### src/rtl/r4mdc_pkg.sv
// Shared types and constants for the radix-4 MDC FFT input stage.
// Optional frame alignment input is enabled by defining COMMUTATOR_IN_SYNC_EN.
package r4mdc_pkg;

    localparam int WL_DEFAULT = 16;

    typedef struct packed {
        logic [WL_DEFAULT-1:0] re;
        logic [WL_DEFAULT-1:0] im;
    } cplx_t;

    localparam logic [1:0] Q0 = 2'd0;
    localparam logic [1:0] Q1 = 2'd1;
    localparam logic [1:0] Q2 = 2'd2;
    localparam logic [1:0] Q3 = 2'd3;

    // Ceiling log2, usable in constant expressions for address widths.
    function automatic int log2c(input int v);
        int r;
        r = 0;
        while ((1 << r) < v) begin
            r = r + 1;
        end
        return r;
    endfunction

endpackage

### src/rtl/r4mdc_quarter_buffer.sv
// One quarter-frame of sample storage: synchronous write, combinational read.
// Optional frame alignment input is enabled by defining COMMUTATOR_IN_SYNC_EN.
module r4mdc_quarter_buffer #(
    parameter int DW    = 32,
    parameter int DEPTH = 4,
    parameter int AW    = 2
) (
    input  logic          clk,
    input  logic          we_i,
    input  logic [AW-1:0] waddr_i,
    input  logic [DW-1:0] wdata_i,
    input  logic [AW-1:0] raddr_i,
    output logic [DW-1:0] rdata_o
);

    logic [DW-1:0] mem_q [DEPTH];

    always_ff @(posedge clk) begin
        if (we_i) begin
            mem_q[waddr_i] <= wdata_i;
        end
    end

    assign rdata_o = mem_q[raddr_i];

endmodule

### src/rtl/r4mdc_input_commutator.sv
// Input commutator of the radix-4 MDC FFT: buffers quarters 0..2 and emits aligned quadruples in quarter 3.
// Optional frame alignment input is enabled by defining COMMUTATOR_IN_SYNC_EN.
module r4mdc_input_commutator
    import r4mdc_pkg::*;
#(
    parameter int WL = WL_DEFAULT,
    parameter int N  = 16
) (
    input  logic          clk,
    input  logic          rst_n,
    input  logic [WL-1:0] in_r,
    input  logic [WL-1:0] in_i,
    input  logic          in_valid,
`ifdef COMMUTATOR_IN_SYNC_EN
    input  logic          frame_sync,
`endif
    output logic [WL-1:0] out1_r,
    output logic [WL-1:0] out1_i,
    output logic [WL-1:0] out2_r,
    output logic [WL-1:0] out2_i,
    output logic [WL-1:0] out3_r,
    output logic [WL-1:0] out3_i,
    output logic [WL-1:0] out4_r,
    output logic [WL-1:0] out4_i,
    output logic          output_valid,
    output logic          out_last
);

    localparam int CW    = log2c(N);
    localparam int AW    = (CW > 2) ? CW - 2 : 1;
    localparam int DEPTH = N / 4;
    localparam int DW    = 2 * WL;

    logic [CW-1:0] cnt_q, cnt_d, cntEff;
    logic [1:0]    quarter;
    logic [AW-1:0] addr;
    logic [DW-1:0] inWord;
    logic [DW-1:0] rdData [3];

    logic [DW-1:0] lane1_q, lane2_q, lane3_q, lane4_q;
    logic          valid_q, last_q;

    // A sync pulse re-bases the current sample to index 0 before it is stored.
    always_comb begin
        cntEff = cnt_q;
`ifdef COMMUTATOR_IN_SYNC_EN
        if (in_valid && frame_sync) begin
            cntEff = '0;
        end
`endif
        cnt_d = in_valid ? cntEff + CW'(1) : cnt_q;
    end

    assign quarter = cntEff[CW-1:CW-2];
    assign inWord  = {in_r, in_i};

    generate
        if (CW > 2) begin : g_addr
            assign addr = cntEff[AW-1:0];
        end else begin : g_addr_single
            assign addr = '0;
        end
    endgenerate

    for (genvar b = 0; b < 3; b++) begin : g_buf
        r4mdc_quarter_buffer #(
            .DW    (DW),
            .DEPTH (DEPTH),
            .AW    (AW)
        ) u_buf (
            .clk     (clk),
            .we_i    (in_valid && (quarter == 2'(b))),
            .waddr_i (addr),
            .wdata_i (inWord),
            .raddr_i (addr),
            .rdata_o (rdData[b])
        );
    end

    always_ff @(posedge clk or negedge rst_n) begin
        if (!rst_n) begin
            cnt_q   <= '0;
            lane1_q <= '0;
            lane2_q <= '0;
            lane3_q <= '0;
            lane4_q <= '0;
            valid_q <= 1'b0;
            last_q  <= 1'b0;
        end else begin
            cnt_q <= cnt_d;
            if (in_valid && (quarter == Q3)) begin
                lane1_q <= rdData[0];
                lane2_q <= rdData[1];
                lane3_q <= rdData[2];
                lane4_q <= inWord;
                valid_q <= 1'b1;
                last_q  <= (addr == AW'(DEPTH - 1));
            end else begin
                lane1_q <= '0;
                lane2_q <= '0;
                lane3_q <= '0;
                lane4_q <= '0;
                valid_q <= 1'b0;
                last_q  <= 1'b0;
            end
        end
    end

    assign out1_r       = lane1_q[DW-1:WL];
    assign out1_i       = lane1_q[WL-1:0];
    assign out2_r       = lane2_q[DW-1:WL];
    assign out2_i       = lane2_q[WL-1:0];
    assign out3_r       = lane3_q[DW-1:WL];
    assign out3_i       = lane3_q[WL-1:0];
    assign out4_r       = lane4_q[DW-1:WL];
    assign out4_i       = lane4_q[WL-1:0];
    assign output_valid = valid_q;
    assign out_last     = last_q;

endmodule

### config.mk
export PLATFORM = sky130hd
export DESIGN_NAME = r4mdc_input_commutator
export DESIGN_NICKNAME = d
export VERILOG_FILES = /design/src/rtl/r4mdc_pkg.sv /design/src/rtl/r4mdc_quarter_buffer.sv /design/src/rtl/r4mdc_input_commutator.sv
export SDC_FILE = /design/constraint.sdc
export NUM_CORES = 1
export LEC_CHECK = 0
export ABC_CLOCK_PERIOD_IN_PS = 4580
export CAP_MARGIN = 40
export CORE_UTILIZATION = 55
export DETAILED_ROUTE_END_ITERATION = 10
export PLACE_DENSITY_LB_ADDON = 0.15
export SLEW_MARGIN = 20
export SYNTH_ARGS = -nofsm -noshare
export SYNTH_HDL_FRONTEND = slang
export SYNTH_SLANG_ARGS = --single-unit
### constraint.sdc
create_clock -name clk -period 4.58 [get_ports clk]
set_input_delay 0.916 -clock clk [delete_from_list [all_inputs] [get_ports clk]]
set_output_delay 0.916 -clock clk [all_outputs]
set_load 0.02 [all_outputs]
==> results of run 1 <==
[kinds of logic after synthesis]
kind of cell             after synthesis  share of synthesized area [%]
AO/OA/AOI/OAI                         97                          4.646
XOR/XNOR                               3                         0.1427
adder cells (fa/ha/maj)                4                         0.2717
buffers and inverters                 51                          1.834
flip-flops                           518                          80.80
multiplexers                         192                          10.43
AND/OR/NAND/NOR                       56                          1.875
[state kept, by name, indices dropped and copies added (netlist names)]
signal	flops
out_last	1
lane2_q	32
lane4_q	32
lane1_q	32
cntEff	4
g_buf.u_buf.mem_q	384
lane3_q	32
output_valid	1
[worst max-delay path: cells and delay by family]
kind	cells	cell delay, ps
buffers and inverters	2	1160
and+or+nand+nor	2	1020
[layout by cell type, fill, tap and decap left out, types with 8 or more instances in the layout]
| cell type | netlist | final |
|---|---|---|
| nor2_4 | 0 | 8 |
| clkbuf_16 | 0 | 53 |
| mux2i_1 | 192 | 192 |
| buf_4 | 18 | 15 |
| o22ai_2 | 40 | 40 |
| dfrtp_1 | 134 | 133 |
| and2_1 | 33 | 33 |
| clkdlybuf4s50_1 | 0 | 163 |
| clkbuf_8 | 0 | 9 |
| clkinv_2 | 0 | 8 |
| clkbuf_1 | 4 | 12 |
| o22ai_1 | 56 | 56 |
| edfxtp_1 | 384 | 384 |
| clkinv_1 | 0 | 9 |
[per-layer routing]
layer	global-route usage, %	vias up
li1	-	3950
met1	32.37	4620
met2	33.82	229
met3	3.539	57
met4	5.950	2
met5	0	-
[final timing paths]
kind / startpoint / to / slack [ps]
max: in_valid / g_buf[2].u_buf.mem_q[3][29]$_DFFE_PP_ / 1720
max in group asynchronous: rst_n / lane4_q[17]$_DFF_PN0_ / 3340
min reg2reg: g_buf[0].u_buf.mem_q[1][20]$_DFFE_PP_ / lane1_q[20]$_DFF_PN0_ / 530
min in group clk: g_buf[0].u_buf.mem_q[1][20]$_DFFE_PP_ / lane1_q[20]$_DFF_PN0_ / 530
min: rst_n / lane1_q[31]$_DFF_PN0_ / 380
max reg2reg: cntEff[1]$_DFFE_PN0P_ / g_buf[2].u_buf.mem_q[2][26]$_DFFE_PP_ / 1920
[synth_stat cells]
library cell  count  area [sq um]
o22ai_1          56         350.3
mux2i_1         192          1922
o22ai_2          40         500.5
buf_4            18         135.1
nand2_1           5         18.77
nor3_1            4         20.02
clkbuf_4          3         22.52
ha_1              4         50.05
nand4b_4          1         23.77
nand2b_1          2         12.51
buf_2            18         90.09
nand4_1           1         6.260
nor2_1            8         30.03
o21ai_1           1         5.000
xor2_1            1         8.760
nand4_4           1         21.27
xnor2_1           2         17.52
dfrtp_1         134          3353
and3_1            1         6.260
inv_1             2         7.510
and2_1           33         206.5
buf_6             6         67.56
edfxtp_1        384         11530
clkbuf_1          4         15.01
[final cells by class]
cell class	count	area [sq um]
Tap cell	442	553.0
Fill cell	2148	10390
Sequential cell	518	14890
Clock buffer	74	1495
Multi-Input combinational cell	352	3281
Inverter	2	7.507
Timing Repair Buffer	190	2021
Clock inverter	21	150.1
[per-stage QoR]
stage          cell area (sq um)  hold slack [ps]
2_1_floorplan              18420            489.0
3_3_place_gp               20540            493.3
4_1_cts                    22340            399.2
5_1_grt                    22400            416.9
3_5_place_dp               20690            523.6
6_report                   22400            381.5
[power by group through the flow]
stage	clock network, mW	registers (mW)	logic [mW]
after global routing	4.27	5.97	2.99
after detailed placement	0	6.01	2.81
final	4.02	5.92	2.82
after global placement	0	6.09	2.62
after CTS	4.08	5.93	2.82
after floorplan	0	6.15	1.61
==> reports/qor.csv, run 1 <==
metric,value,unit
outcome,"complete, no violations",
Combinational Power Share,22.1,%
gp weighted congestion,0.7261,
Syn Area/Cell,20.00,sq um
register bit count reported by yosys,518,
critical path required time,4820,ps
Num CTS Buffers,51,
CP endpoint kind,flip-flop,
"Clk Latency, worst-skew pair",550,ps
Longest Clk Path Bufs,3,
final hold vios,0,
first-pass GRT wire length,54650,microns
Setup crit start kind,input port,
Post-Syn Nets,960,
Layout Utilization,68.31,%
worst r2r path cells,5,
dpl cells,1502,
largest net degree at the start of global routing,77,
Crit Path Max Fanout,21,
"Seq/Total Area, Yosys",80.80,%
vias,8858,
CTS tree,done,
die span in y,185.0,microns
Setup Skew,9.378,ps
NumNets Final,1154,
crit-path max cell delay,810,ps
"CTS clk-pin slew, worst paths",60,ps
initial antenna violation count,1,
Overflow after GRT,0,
GRT Total Usage,21.80,%
f_max,349.3,MHz
DP HPWL,19610,microns
highest metal used,met5,
fraction of power consumed by sequential logic,46.4,%
share of layout cells above drive strength 1,13.57,%
via/cell ratio,5.540,
H-Tree Depth,2,
Switch Pwr,3.522,mW
Tcrit/Tclk final,62.52,%
Boundary Pins,165,
Avg WL per Cell,22.57,microns
maxcap violations,0,
# DRC,0,
TNS Setup,0,ps
Routed Wire Length,36090,microns
Root Driver,clkbuf_16,
P_int,9.241,mW
"Hold-fix buffers, CTS",0,
Die ar.,34230,sq um
port buffer count,164,
post-route insts no fill,1599,
final setup fails,0,
critical path type,input port to flip-flop,
Total Power,12.76,mW
CP max-delay cell,clkdlybuf4s50_1,
RSZ-0062 raised after global routing,false,
post_cts resized,0,
starting density of the core,56.19,%
metal2 WL,16840,microns
post-CTS setup repair buffer count,0,
core region area,32780,sq um
leakage power total,8.275,nW
Worst Hold Class,input port to async pin,
worst vdd ir,0.0003613,V
Slew Limit Headroom,46.93,%
row cnt,66,
TritonRoute pass-1 iters,5,
area grow syn2layout,21.57,%
pwr dens,569.9,nW/um^2
DR iter-0 viols,551,
"crit path setup slack, layout",1717,ps
Die X,185.0,microns
Post-Synthesis Cells,921,
dpl ws,1173,ps
Critical Path AT,3100,ps
clk sinks,518,
"Cell Chain, Critical Path","clkdlybuf4s50_1, nand2_1, nor2_4, buf_4",
Routed Antenna Nets,0,
diode count,0,
worst slew pin tran,794.1,ps
power share of the clock group,31.5,%
Synth cell types,24,
met1 wire length,16790,microns
max-slew violation count,0,
synth warn,0,
switch share,27.59,%
fin crit period,2863,ps
vias in the first global route,8962,
met3 wire length,1768,microns
Netlist Area Pre-Place,18420,sq um
No activity file was read; power rests on OpenSTA's default activity.
==> run 2: changes to the inputs <==
- ABC_CLOCK_PERIOD_IN_PS: 4580 -> 2800
- clock period: 4.58 -> 2.8 ns (I/O delays scaled with it)
==> run 2 against run 1 <==
Die area unchanged. First-iteration DRC count down 14%. Count of clock-buffer cells in the layout unchanged. Clock power up 62%. Utilization up 0.31 points. Critical endpoint is now out1_r[14]. Highest routed layer is now met4.
==> reports/qor.csv, run 2 (synthesis gave the netlist of run 1 again) <==
metric,value,unit,change
"Hold-fix buffers, CTS",1,,+1
Switch Pwr,5.680,mW,+61%
"Cell Chain, Critical Path",clkdlybuf4s50_1,,
CP endpoint kind,output port,,
Total Power,20.76,mW,+63%
dpl ws,353.9,ps,-819.5 ps
Tcrit/Tclk final,76.24,%,
Num CTS Buffers,50,,-2.0%
R2R setup slack,760,ps,-1160 ps
Worst Hold Class,input port to async pin,,
CTS tree,done,,
Overflow after GRT,0,,unchanged
post-route insts no fill,1604,,+0.31%
switch share,27.36,%,-0.23 points
"commonest non-fill, non-tap cell in the layout",edfxtp_1,,
Crit Path Max Fanout,1,,-95%
critical path type,flip-flop to output port,,
power share of the clock group,31.3,%,-0.2 points
Routed Wire Length,35020,microns,-3.0%
outcome,"complete, no violations",,
r2r endpoint,g_buf[1].u_buf.mem_q[2][19]$_DFFE_PP_,,
critical path depth,1,,-3
CP max-delay cell,clkdlybuf4s50_1,,
DP HPWL,20110,microns,+2.5%
worst r2r path cells,3,,-2
GRT Total Usage,21.20,%,-0.60 points
fin crit period,2135,ps,
share of layout cells above drive strength 1,14.13,%,+0.56 points
TNS Setup,0,ps,unchanged
crit path from,lane1_q[30]$_DFF_PN0_,,
first-pass GRT wire length,53540,microns,-2.0%
Die ar.,34230,sq um,unchanged
initial antenna violation count,1,,unchanged
"Clk Latency, worst-skew pair",550,ps,about the same
post-CTS setup repair buffer count,0,,unchanged
"Cell Area, Placed",20860,sq um,+0.81%
max FFs per register,384,,unchanged
Avg WL per Cell,21.84,microns,-3.3%
pwr dens,922.8,nW/um^2,+62%
Biggest register,g_buf.u_buf.mem_q,,
Routed Antenna Nets,0,,unchanged
crit-path max cell delay,640,ps,-170 ps
post_cts resized,0,,unchanged
Worst path top cell family by delay,buffers and inverters,,
FF-to-FF Start,cntEff[2]$_DFFE_PN0P_,,
via/cell ratio,5.486,,-0.98%
Critical Path AT,1570,ps,-1530 ps
RSZ-0062 raised after global routing,false,,
maxcap violations,0,,unchanged
clk sinks,518,,unchanged
row cnt,66,,unchanged
die span in y,185.0,microns,unchanged
core region area,32780,sq um,unchanged
Boundary Pins,165,,unchanged
# DRC,0,,unchanged
Combinational Power Share,21.9,%,-0.2 points
leakage power total,8.305,nW,+0.37%
area grow syn2layout,22.11,%,
worst slew pin tran,709.9,ps,-84.19 ps
Setup Skew,14.17,ps,+4.794 ps
starting density of the core,56.19,%,unchanged
final setup fails,0,,unchanged
max-slew violation count,0,,unchanged
"crit path setup slack, layout",665.4,ps,-1051 ps
Die X,185.0,microns,unchanged
vias in the first global route,9074,,+1.2%
final hold vios,0,,unchanged
design area,22500,sq um,+0.45%
DR iter-0 viols,475,,-14%
fraction of power consumed by sequential logic,46.7,%,+0.3 points
H-Tree Depth,2,,unchanged
P_int,15.08,mW,+63%
Setup crit start kind,flip-flop,,
dpl cells,1510,,+0.53%
gp weighted congestion,0.7450,,+2.6%
"CTS clk-pin slew, worst paths",60,ps,about the same
port buffer count,164,,unchanged
Longest Clk Path Bufs,3,,unchanged
vias,8799,,-0.67%
NumNets Final,1160,,+0.52%
worst vdd ir,0.0005937,V,+64%
Slew Limit Headroom,52.67,%,+5.7 points
Worst Setup EP,out1_r[14],,
critical path required time,2240,ps,-2580 ps
most frequent cells in the layout,"edfxtp_1, mux2i_1, clkdlybuf4s50_1, dfrtp_1, o22ai_1",,
"Buf+Inv Stages, Crit Path",1,,-1
f_max,468.5,MHz,
Root Driver,clkbuf_16,,
largest net degree at the start of global routing,65,,-16%
TritonRoute pass-1 iters,6,,+1
-- run 2: layer usage --
layer	GRT usage [%]	wire [microns]	vias up
li1	-	-	3966
met1	29.72	15360	4568
met2	34.69	17390	214
met3	3.048	1514	51
met4	6.645	762	0
met5	0	0	-
-- run 2: power by group through the flow --
stage / Clock (mW) / Combinational (mW) / Sequential [mW]
after floorplan: 0 / 2.67 / 10.1
after global placement: 0 / 4.54 / 9.84
after detailed placement: 0 / 4.61 / 9.85
after CTS: 6.63 / 4.62 / 9.71
after global routing: 6.92 / 4.86 / 9.78
final: 6.51 / 4.56 / 9.70
-- run 2: stage by stage --
| step | util [%] | hold WS [ps] |
|---|---|---|
| CTS | 68.61 | 470.3 |
| floorplan | - | 264.4 |
| finish | 68.62 | 477.6 |
| detailed placement | 63.64 | 476.2 |
| global placement | 63.64 | 478.2 |
| global route | 68.61 | 499.4 |
-- run 2: cell type report --
| type | instances | area (sq um) |
|---|---|---|
| tap | 442 | 553.0 |
| fill | 2140 | 10290 |
| timing repair buffer | 197 | 2118 |
| sequential | 518 | 14890 |
| clock buffer | 74 | 1453 |
| clock inverter | 18 | 167.7 |
| antenna | 1 | 2.502 |
| inverter | 2 | 7.507 |
| multi-input combinational | 352 | 3306 |
-- run 2: how the worst min path moves through the flow --
stage	startpoint	to	slack, ps	cells past startpoint
floorplan	rst_n	cntEff[0]$_DFFE_PN0P_	260	0
global placement	rst_n	lane3_q[1]$_DFF_PN0_	480	1
detailed placement	rst_n	lane3_q[1]$_DFF_PN0_	480	1
CTS	rst_n	lane2_q[6]$_DFF_PN0_	470	2
global route	rst_n	lane2_q[7]$_DFF_PN0_	500	2
finish	rst_n	lane3_q[1]$_DFF_PN0_	480	2
==> run 3: changes to the inputs <==
- ABC_CLOCK_PERIOD_IN_PS: 2800 -> 2150
- clock period: 2.8 -> 2.15 ns (I/O delays scaled with it)
==> run 3 against run 2 <==
Combinational power increased by 39%. Total power increased by 32%. First-iteration DRC count increased by 27%. Worst hold slack got worse by 74 ps. Utilization increased by 0.74 points. Clock skew decreased by 1.6 ps. Count of clock-buffer cells in the layout decreased by 8. Global-route usage increased by 0.50 points. Highest routed layer unchanged.
==> reports/qor.csv, run 3 (synthesis gave the netlist of run 1 again) <==
metric,value,unit,change
outcome,"complete, no violations",,
Worst path top cell family by delay,buffers and inverters,,
worst vdd ir,0.0007954,V,+34%
met3 wire length,1658,microns,+9.5%
initial antenna violation count,0,,-1
worst r2r path cells,4,,+1
"Cell Chain, Critical Path",clkdlybuf4s50_1,,
r2r endpoint,lane1_q[16]$_DFF_PN0_,,
NumNets Final,1173,,+1.1%
critical path required time,1720,ps,-520 ps
via/cell ratio,5.505,,+0.35%
DP HPWL,21040,microns,+4.6%
Biggest register,g_buf.u_buf.mem_q,,
"Clk Latency, worst-skew pair",550,ps,about the same
"commonest non-fill, non-tap cell in the layout",edfxtp_1,,
critical path depth,1,,unchanged
max-slew violation count,0,,unchanged
dpl cells,1524,,+0.93%
Die ar.,34230,sq um,unchanged
Total Power,27.36,mW,+32%
first-pass GRT wire length,54630,microns,+2.0%
Boundary Pins,165,,unchanged
Avg WL per Cell,22.28,microns,+2.1%
post-CTS setup repair buffer count,0,,unchanged
Setup crit start kind,flip-flop,,
maxcap violations,0,,unchanged
Worst Hold Class,input port to async pin,,
highest metal used,met4,,
gp weighted congestion,0.7711,,+3.5%
R2R setup slack,290,ps,-470 ps
share of layout cells above drive strength 1,15.23,%,+1.1 points
Tcrit/Tclk final,93.59,%,
final hold vios,0,,unchanged
Num CTS Buffers,49,,-2.0%
Crit Path Max Fanout,1,,unchanged
"Hold-fix buffers, CTS",1,,unchanged
Slew Limit Headroom,60.32,%,+7.6 points
Worst Setup EP,out1_r[9],,
worst slew pin tran,593.4,ps,-116.5 ps
FF-to-FF Start,cntEff[1]$_DFFE_PN0P_,,
crit-path max cell delay,630,ps,about the same
critical path type,flip-flop to output port,,
Root Driver,clkbuf_16,,
Routed Wire Length,36030,microns,+2.9%
diode count,0,,-1
TNS Setup,0,ps,unchanged
RSZ-0062 raised after global routing,false,,
die span in y,185.0,microns,unchanged
post_cts resized,0,,unchanged
pwr dens,1203,nW/um^2,+30%
Longest Clk Path Bufs,3,,unchanged
clk sinks,518,,unchanged
crit path from,lane1_q[25]$_DFF_PN0_,,
CTS tree,done,,
vias in the first global route,9066,,-0.088%
TritonRoute pass-1 iters,4,,-2
metal2 WL,18070,microns,+3.9%
port buffer count,164,,unchanged
Routed Antenna Nets,0,,unchanged
post-route insts no fill,1617,,+0.81%
GRT Total Usage,21.70,%,+0.50 points
area grow syn2layout,23.43,%,
Setup Skew,12.59,ps,-1.585 ps
largest net degree at the start of global routing,55,,-15%
leakage power total,8.421,nW,+1.4%
most frequent cells in the layout,"edfxtp_1, mux2i_1, clkdlybuf4s50_1, dfrtp_1, o22ai_1",,
"CTS clk-pin slew, worst paths",60,ps,about the same
met1 wire length,15560,microns,+1.3%
final setup fails,0,,unchanged
f_max,497.0,MHz,
fin crit period,2012,ps,
Critical Path AT,1580,ps,about the same
Die X,185.0,microns,unchanged
CP max-delay cell,clkdlybuf4s50_1,,
H-Tree Depth,2,,unchanged
starting density of the core,56.19,%,unchanged
DR iter-0 viols,604,,+27%
Overflow after GRT,0,,unchanged
max FFs per register,384,,unchanged
"Buf+Inv Stages, Crit Path",1,,unchanged
core region area,32780,sq um,unchanged
vias,8901,,+1.2%
row cnt,66,,unchanged
# DRC,0,,unchanged
CP endpoint kind,output port,,
==> run 3: through the flow <==
| stage | area [sq um] | hold slack (ps) | setup WS [ps] | utilization (%) |
|---|---|---|---|---|
| floorplan | 18470 | 134.4 | -422.0 | - |
| global placement | 21090 | 406.9 | 130.0 | 64.34 |
| detailed placement | 21090 | 406.4 | 107.4 | 64.34 |
| CTS | 22740 | 401.6 | 105.4 | 69.35 |
| global route | 22740 | 428.8 | 98.57 | 69.35 |
| finish | 22740 | 403.7 | 137.9 | 69.35 |
==> run 3: per-layer routing <==
layer,vias up,GRT usage (%)
met2,231,36.20
met3,53,3.362
met4,0,5.719
li1,4003,-
met5,-,0
met1,4614,30.08
==> run 3: layout make-up <==
class | instances | area [sq um]
clock inverters | 26 | 261.5
repair buffers | 211 | 2349
multi-input cells | 352 | 3306
fillers | 2102 | 10050
clock buffers | 66 | 1373
inverters | 2 | 7.507
well taps | 442 | 553.0
flip-flops and latches | 518 | 14890
==> run 3: how the worst min path moves through the flow <==
stage | start | to | slack [ps] | cells after the start
2_1_floorplan | rst_n | cntEff[0]$_DFFE_PN0P_ | 130 | 0
3_3_place_gp | rst_n | lane3_q[3]$_DFF_PN0_ | 410 | 1
3_5_place_dp | rst_n | lane3_q[2]$_DFF_PN0_ | 410 | 1
4_1_cts | rst_n | lane4_q[1]$_DFF_PN0_ | 400 | 2
5_1_grt | rst_n | lane4_q[1]$_DFF_PN0_ | 430 | 2
6_report | rst_n | lane4_q[1]$_DFF_PN0_ | 400 | 2
==> run 3: report_power, final <==
| group | switching (mW) | internal, mW | total, mW |
|---|---|---|---|
| clock | 3.49 | 5.09 | 8.58 |
| sequential | 0.424 | 12.0 | 12.5 |
| combinational | 3.61 | 2.72 | 6.33 |
